File: src/rtl/operand_seq.sv
// operand_seq: two-operand entry sequencer driving a byte-router select and an ALU valid/ready handshake.
// Build macro OPSEQ_CHAIN_EN: a completed handshake loads alu_result into opnd_a and resumes at ENTER_B.
module operand_seq (
  input  logic        clk,
  input  logic        rst,
  input  logic [15:0] bus_in,
  input  logic        key_stb,
  input  logic [1:0]  op_code,
  input  logic        op_stb,
  input  logic        clr,
  input  logic        alu_ready,
  input  logic [7:0]  alu_result,
  output logic        memo,
  output logic [7:0]  opnd_a,
  output logic [7:0]  opnd_b,
  output logic [1:0]  op_out,
  output logic        alu_valid,
  output logic        err
);
  typedef enum logic [1:0] {ENTER_A, ENTER_B, ISSUE} state_t;
  state_t     state_q;
  logic       memo_q, valid_q, err_q;
  logic [7:0] a_q, b_q;
  logic [1:0] op_q;
`ifndef OPSEQ_CHAIN_EN
  logic unused_alu_result;
  assign unused_alu_result = ^alu_result;
`endif
  always_ff @(posedge clk) begin
    if (rst || clr) begin
      state_q <= ENTER_A;
      memo_q  <= 1'b0;
      a_q     <= 8'h00;
      b_q     <= 8'h00;
      op_q    <= 2'b00;
      valid_q <= 1'b0;
      err_q   <= 1'b0;
    end else begin
      case (state_q)
        ENTER_A: begin
          if (op_stb) op_q <= op_code;
          if (key_stb) begin
            a_q     <= bus_in[15:8];
            memo_q  <= 1'b1;
            state_q <= ENTER_B;
          end
        end
        ENTER_B: begin
          if (op_stb) op_q <= op_code;
          if (key_stb) begin
            b_q     <= bus_in[7:0];
            valid_q <= 1'b1;
            state_q <= ISSUE;
          end
        end
        ISSUE: begin
          // a strobe here would overwrite operands the ALU is still reading
          if (key_stb) err_q <= 1'b1;
          if (alu_ready) begin
            valid_q <= 1'b0;
`ifdef OPSEQ_CHAIN_EN
            a_q     <= alu_result;
            state_q <= ENTER_B;
`else
            memo_q  <= 1'b0;
            state_q <= ENTER_A;
`endif
          end
        end
        default: begin
          state_q <= ENTER_A;
          memo_q  <= 1'b0;
          valid_q <= 1'b0;
        end
      endcase
    end
  end
  assign memo      = memo_q;
  assign opnd_a    = a_q;
  assign opnd_b    = b_q;
  assign op_out    = op_q;
  assign alu_valid = valid_q;
  assign err       = err_q;
endmodule
File: config.mk
export PLATFORM = sky130hd
export DESIGN_NAME = operand_seq
export DESIGN_NICKNAME = d
export VERILOG_FILES = /design/src/rtl/operand_seq.sv
export SDC_FILE = /design/constraint.sdc
export NUM_CORES = 1
export LEC_CHECK = 0
export CORE_MARGIN = 2
export CORE_UTILIZATION = 36
export DETAILED_ROUTE_END_ITERATION = 8
export PLACE_DENSITY_LB_ADDON = 0.12
export SYNTH_ARGS = -nofsm -noshare
export SYNTH_HDL_FRONTEND = slang
export SYNTH_SLANG_ARGS = --single-unit
File: constraint.sdc
create_clock -name clk -period 1.3 [get_ports clk]
set_input_delay 0.325 -clock clk [delete_from_list [all_inputs] [get_ports clk]]
set_output_delay 0.325 -clock clk [all_outputs]
set_load 0.1 [all_outputs]
# Word level (Yosys, flattened, before mapping)
# Index checks and enable logic that the tools add are counted.
# W data, S select, Z words.
[word_totals]
out_inout_bits = 21
romBits = 0
mem_bits_rw = 0
wordCells = 32
ff_bits = 23
memories = 0
latch_bits = 0
[classes]
shift = 0
mul = 0
magnitude_cmp = 0
addsub = 0
div = 0
n_reduce_logical = 10
n_mux = 8
n_eq_ne = 5
bitwise_logic = 2
[ops]
columns = ["op", "n"]
rows = [
  ["$reduce_and A3 Y1", 3],
  ["$reduce_and A2 Y1", 4],
  ["$mux W2", 3],
  ["$ne A2 B2 Y1 const B", 3],
  ["$pmux W1 S3", 2],
  ["$pmux W2 S3", 1],
  ["$eq A2 B1 Y1 const B", 1],
  ["$eq A2 B2 Y1 const B", 1],
  ["$logic_not A2 Y1", 1],
  ["$mux W1", 2],
  ["$not A1 Y1", 2],
  ["$reduce_or A2 Y1", 1],
  ["$logic_or A1 B1 Y1", 1],
]

# Longest topological paths before layout
[logic_depth]
depth_word = 3
ltp_mapped = 5

# Least setup slack after synthesis
# No wires, ideal clock.
[synth_timing]
path_type = "register to register"
start = "register memo (netlist name)"
end = "register memo_q, in the netlist memo"
t_required_ns = 1.213
t_arrival_ns = 1.401
period_less_slack_ns = 1.489
path_slack_ns = -0.189
path_stages_with_launch = 3
path_cell_list = "dfxtp_1 or3b_1 o31ai_1"
[synth_rtl]
columns = ["element", "line_no", "rtl"]
rows = [
  ["end signal, assigned", "32", "memo_q <= 1'b0;"],
  ["end signal, assigned", "44", "memo_q <= 1'b1;"],
  ["end signal, assigned", "65", "memo_q <= 1'b0;"],
  ["end, declared", "22", "logic memo_q, valid_q, err_q;"],
]

# Final worst setup path
[layout_timing]
start = "register a_q[2], in the netlist opnd_a[2]"
end = "output opnd_a[2]"
[layout_rtl]
columns = ["element", "line_no", "rtl"]
rows = [
  ["start, declared", "23", "logic [7:0] a_q, b_q;"],
  ["start signal, assigned", "43", "a_q <= bus_in[15:8];"],
  ["end, declared", "14", "output logic [7:0] opnd_a,"],
]
# No word-level cell between the ends.

==> results.txt <==
The run finished with clean final reports. Across the run, the number of max-cap violations was 0. The share of the synthesized area in the top cell type is 53.3%. Counting instances in the post-synthesis netlist gives the leading cell types as sky130_fd_sc_hd__nand2_1 (32), sky130_fd_sc_hd__dfxtp_1 (23), sky130_fd_sc_hd__a21oi_1 (19).

Counting I/O delays and the setup requirement, the final critical path takes 1.25 ns. The tools report the total number of clock tree sinks as 23. The number of port buffers was 44. The worst pin sits at a relative slew slack of 84.6%. The global-route usage over all layers was 17.4%.

The type of the worst setup path is reg2out. The required time at the endpoint of the critical path is 0.98 ns. The transition time of the tightest slew-check pin was 0.231 ns. Detailed routing inserted a total of 846 vias.

The share of flip-flops with an asynchronous set or reset is 0%, and the CTS clock-pin slew for the worst setup and hold paths is 0.12 ns. Core footprint: 2230 um^2. The worst setup path is launched from a flop. In the routed design, unresolved DRC markers number 0. The power per cell area is 867 nW/um^2.

The critical path goes through buf_12. The tools report the share of the core filled with cells in the final layout as 72.4%. The most used flip-flop cell after synthesis is sky130_fd_sc_hd__dfxtp_1.

Number of flops mapped to enable cells by yosys: 0. The tightest min-delay check is of the reg2reg type. The clock reaches the later pin of the worst-skew pair after 0.30 ns.

Entering global routing, the biggest net connects 13 pins. The synthesized netlist net count was 135; the via count of the first global-routing pass was 843. Hold repair after CTS inserted 0 buffers.

The area growth from synthesis to layout was 87.1%. TritonCTS built the clock tree. For the final setup violation count, the log shows 0.

Element type at the critical path end: an output pin. The number of buffers between clock root and the deepest sink is 2. The tools report the post-route standard cell area excluding fillers as 1620 um^2.

The highest clock frequency the design can meet came out at 802 MHz. The clock skew after layout is 0.00191 ns. On the worst path, the slowest cell contributes a delay of 0.42 ns.

The Yosys step of the flow raised 0 warnings. Timing analysis after detailed placement gives a worst setup slack of -0.315 ns. The count of boundary I/O pins is 53.

The final-report max-slew violation count was 0; the global-route wire length before repair was 3.55 mm. Measured along the y axis, the die boundary spans 53.0 um. Synthesis produced a netlist whose cell count is 103. Once detail routing completed, the nets flagged for antenna violations numbered 0. The count of buffering cells on the critical path with inverters included works out to 1. Dividing the detail-routed wire length by the instance count gives 11.6 um. In the finished design, the share of the clock period the worst path needs comes to 95.9%. For this run, the register share of the synthesized area comes to 53.3%. A synthesized cell averages 8.39 um^2. The initial utilization of the core area, before any placement, comes to 38.7%.

Synthesis instantiated 21 different standard cells from the library. The width of the die is 53.0 um, and the aggregate global routing overflow is 0. In the final layout, the share of cells above drive strength 1 is 24.2%. Setup repair after global routing left no endpoint under its margin. The last weighted congestion value of the routability-driven placer is 0.698, and the data arrival time at the worst-slack endpoint is 0.92 ns. Leading cell type by number of instances after synthesis: sky130_fd_sc_hd__nand2_1.

The antenna cell count was 0. Summed over all failing endpoints, the final setup total negative slack is 0 ns. Once routing completed, OpenROAD measured the worst setup slack at 0.0537 ns. For the deepest level of the CTS H-tree, the log shows 1. Summed over all cells, the static leakage comes to 0.000611 uW. The library cell occupying the most area in the post-synthesis netlist is sky130_fd_sc_hd__dfxtp_1. Detailed placer's ending HPWL: 1.65 mm.

The number of violations reported at the end of detailed-routing iteration 0 is 6. The run gives 4 as the first-pass detailed-route iteration total. The category of cells accounting for the largest share of critical-path delay was flip-flops.

By area the synthesized netlist is led by sky130_fd_sc_hd__dfxtp_1 (53%), sky130_fd_sc_hd__nand2_1 (14%), sky130_fd_sc_hd__a21oi_1 (11%). For this run, the post-layout net count is 186. The run gives 2810 um^2 as the die footprint.

The tree is rooted in a sky130_fd_sc_hd__clkbuf_4. The via density per instance was 4.67; the number of flip-flops and latches in the synthesized netlist was 23. The placed standard-cell area is 1580 um^2, and the number of placement rows is 17. The cell area that synthesis handed to floorplanning was 865 um^2.

The highest net fanout along the worst path was 2. On the critical path, the stage with the largest delay is an instance of sky130_fd_sc_hd__dfxtp_1. The count of final hold-check violations is 0, and the initial antenna violation count is 0. The number of CTS-inserted buffers was 3; the maximum vdd drop was 686 uV. The tools report the routed wire length as 2.10 mm.
tightest hold or removal path: stages, from the launching register on:
cell,delay [ns]
sky130_fd_sc_hd__dfxtp_1,0.35
sky130_fd_sc_hd__nand2_1,0.06
sky130_fd_sc_hd__a21oi_1,0.05
cells by family (layout without fill, tap and decap cells):
logic type,count (synthesis),count (layout),synth area share (%)
buffers and inverters,9,59,5.21
AOI/OAI and AO/OA,22,22,13.2
xor gates and xnor gates,1,1,1.01
muxes,2,2,2.32
DFF,23,23,53.3
and+or+nand+nor,46,46,25.0
sequential cells by signal (all words and copies together), names as in the netlist:
signal and count:
opnd_a 8, opnd_b 8, memo 1, err 1, alu_valid 1, op_out 2, state_q 2
final cells by class:
cell class                 instances  area (um^2)
timing repair buffer              53          722
inverter                           2         7.51
clock buffer                       4         26.3
sequential                        23          462
multi-input combinational         71          365
fill                             176          616
tap                               28         35.0
power by group:
group	switching (uW)	internal, uW	total [uW]
Combinational	179	160	339
Sequential	17.0	722	740
Clock	204	120	324
Total	400	1000	1400
per-layer routing:
metal  track usage (%)  wire (um)  vias to the layer above
met4              8.97          8                        0
met1              19.8        812                      382
met5                 0          0                        -
met2              30.2       1130                       28
li1                  -          -                      434
met3              3.67        150                        2
layout by cell type (no fill, tap or decap):
cell type | Yosys | routed
sky130_fd_sc_hd__buf_12 | 0 | 21
sky130_fd_sc_hd__and3b_1 | 1 | 1
sky130_fd_sc_hd__a31oi_1 | 1 | 1
sky130_fd_sc_hd__clkbuf_1 | 3 | 1
sky130_fd_sc_hd__o21ai_0 | 1 | 1
sky130_fd_sc_hd__nand3_1 | 1 | 1
sky130_fd_sc_hd__nor3_1 | 1 | 1
sky130_fd_sc_hd__nand2_1 | 32 | 32
sky130_fd_sc_hd__a21oi_1 | 19 | 18
sky130_fd_sc_hd__xnor2_1 | 1 | 1
sky130_fd_sc_hd__inv_1 | 2 | 2
sky130_fd_sc_hd__dfxtp_2 | 0 | 1
sky130_fd_sc_hd__buf_4 | 0 | 8
sky130_fd_sc_hd__mux2i_1 | 2 | 2
sky130_fd_sc_hd__clkdlybuf4s50_1 | 0 | 23
sky130_fd_sc_hd__nor2_1 | 4 | 4
sky130_fd_sc_hd__nor3b_4 | 1 | 1
sky130_fd_sc_hd__or2_1 | 1 | 1
sky130_fd_sc_hd__clkbuf_4 | 0 | 3
sky130_fd_sc_hd__o31ai_1 | 1 | 1
sky130_fd_sc_hd__buf_6 | 1 | 1
sky130_fd_sc_hd__a21oi_2 | 0 | 1
sky130_fd_sc_hd__dfxtp_1 | 23 | 22
sky130_fd_sc_hd__nand3b_1 | 1 | 1
sky130_fd_sc_hd__or3b_4 | 0 | 1
sky130_fd_sc_hd__nor2b_1 | 2 | 2
sky130_fd_sc_hd__or3b_1 | 2 | 1
metrics by stage:
stage	instances	hold slack, ns	power, uW
after detailed placement	177	0.486	1090
after global placement	177	0.479	1080
after CTS	181	0.504	1420
after global routing	181	0.522	1470
final	181	0.500	1400
after floorplan	103	0.461	926
worst paths after layout:
kind	start	endpoint	slack, ns	depth (start not counted)
min	opnd_a[4]$_SDFFE_PP0P_	opnd_a[4]$_SDFFE_PP0P_	0.50	2
max	opnd_a[2]$_SDFFE_PP0P_	opnd_a[2]	0.05	1
max reg2reg	state_q[1]$_SDFFE_PP0P_	alu_valid$_SDFFE_PP0P_	0.17	5
min reg2reg	opnd_a[4]$_SDFFE_PP0P_	opnd_a[4]$_SDFFE_PP0P_	0.50	2
what timing repair did:
action | in CTS | in global routing
buffers inserted | 0 | 0
endpoints found under the setup margin | 0 | 2
gates resized for setup | 0 | 3
Power figures use the tool's default switching activity.
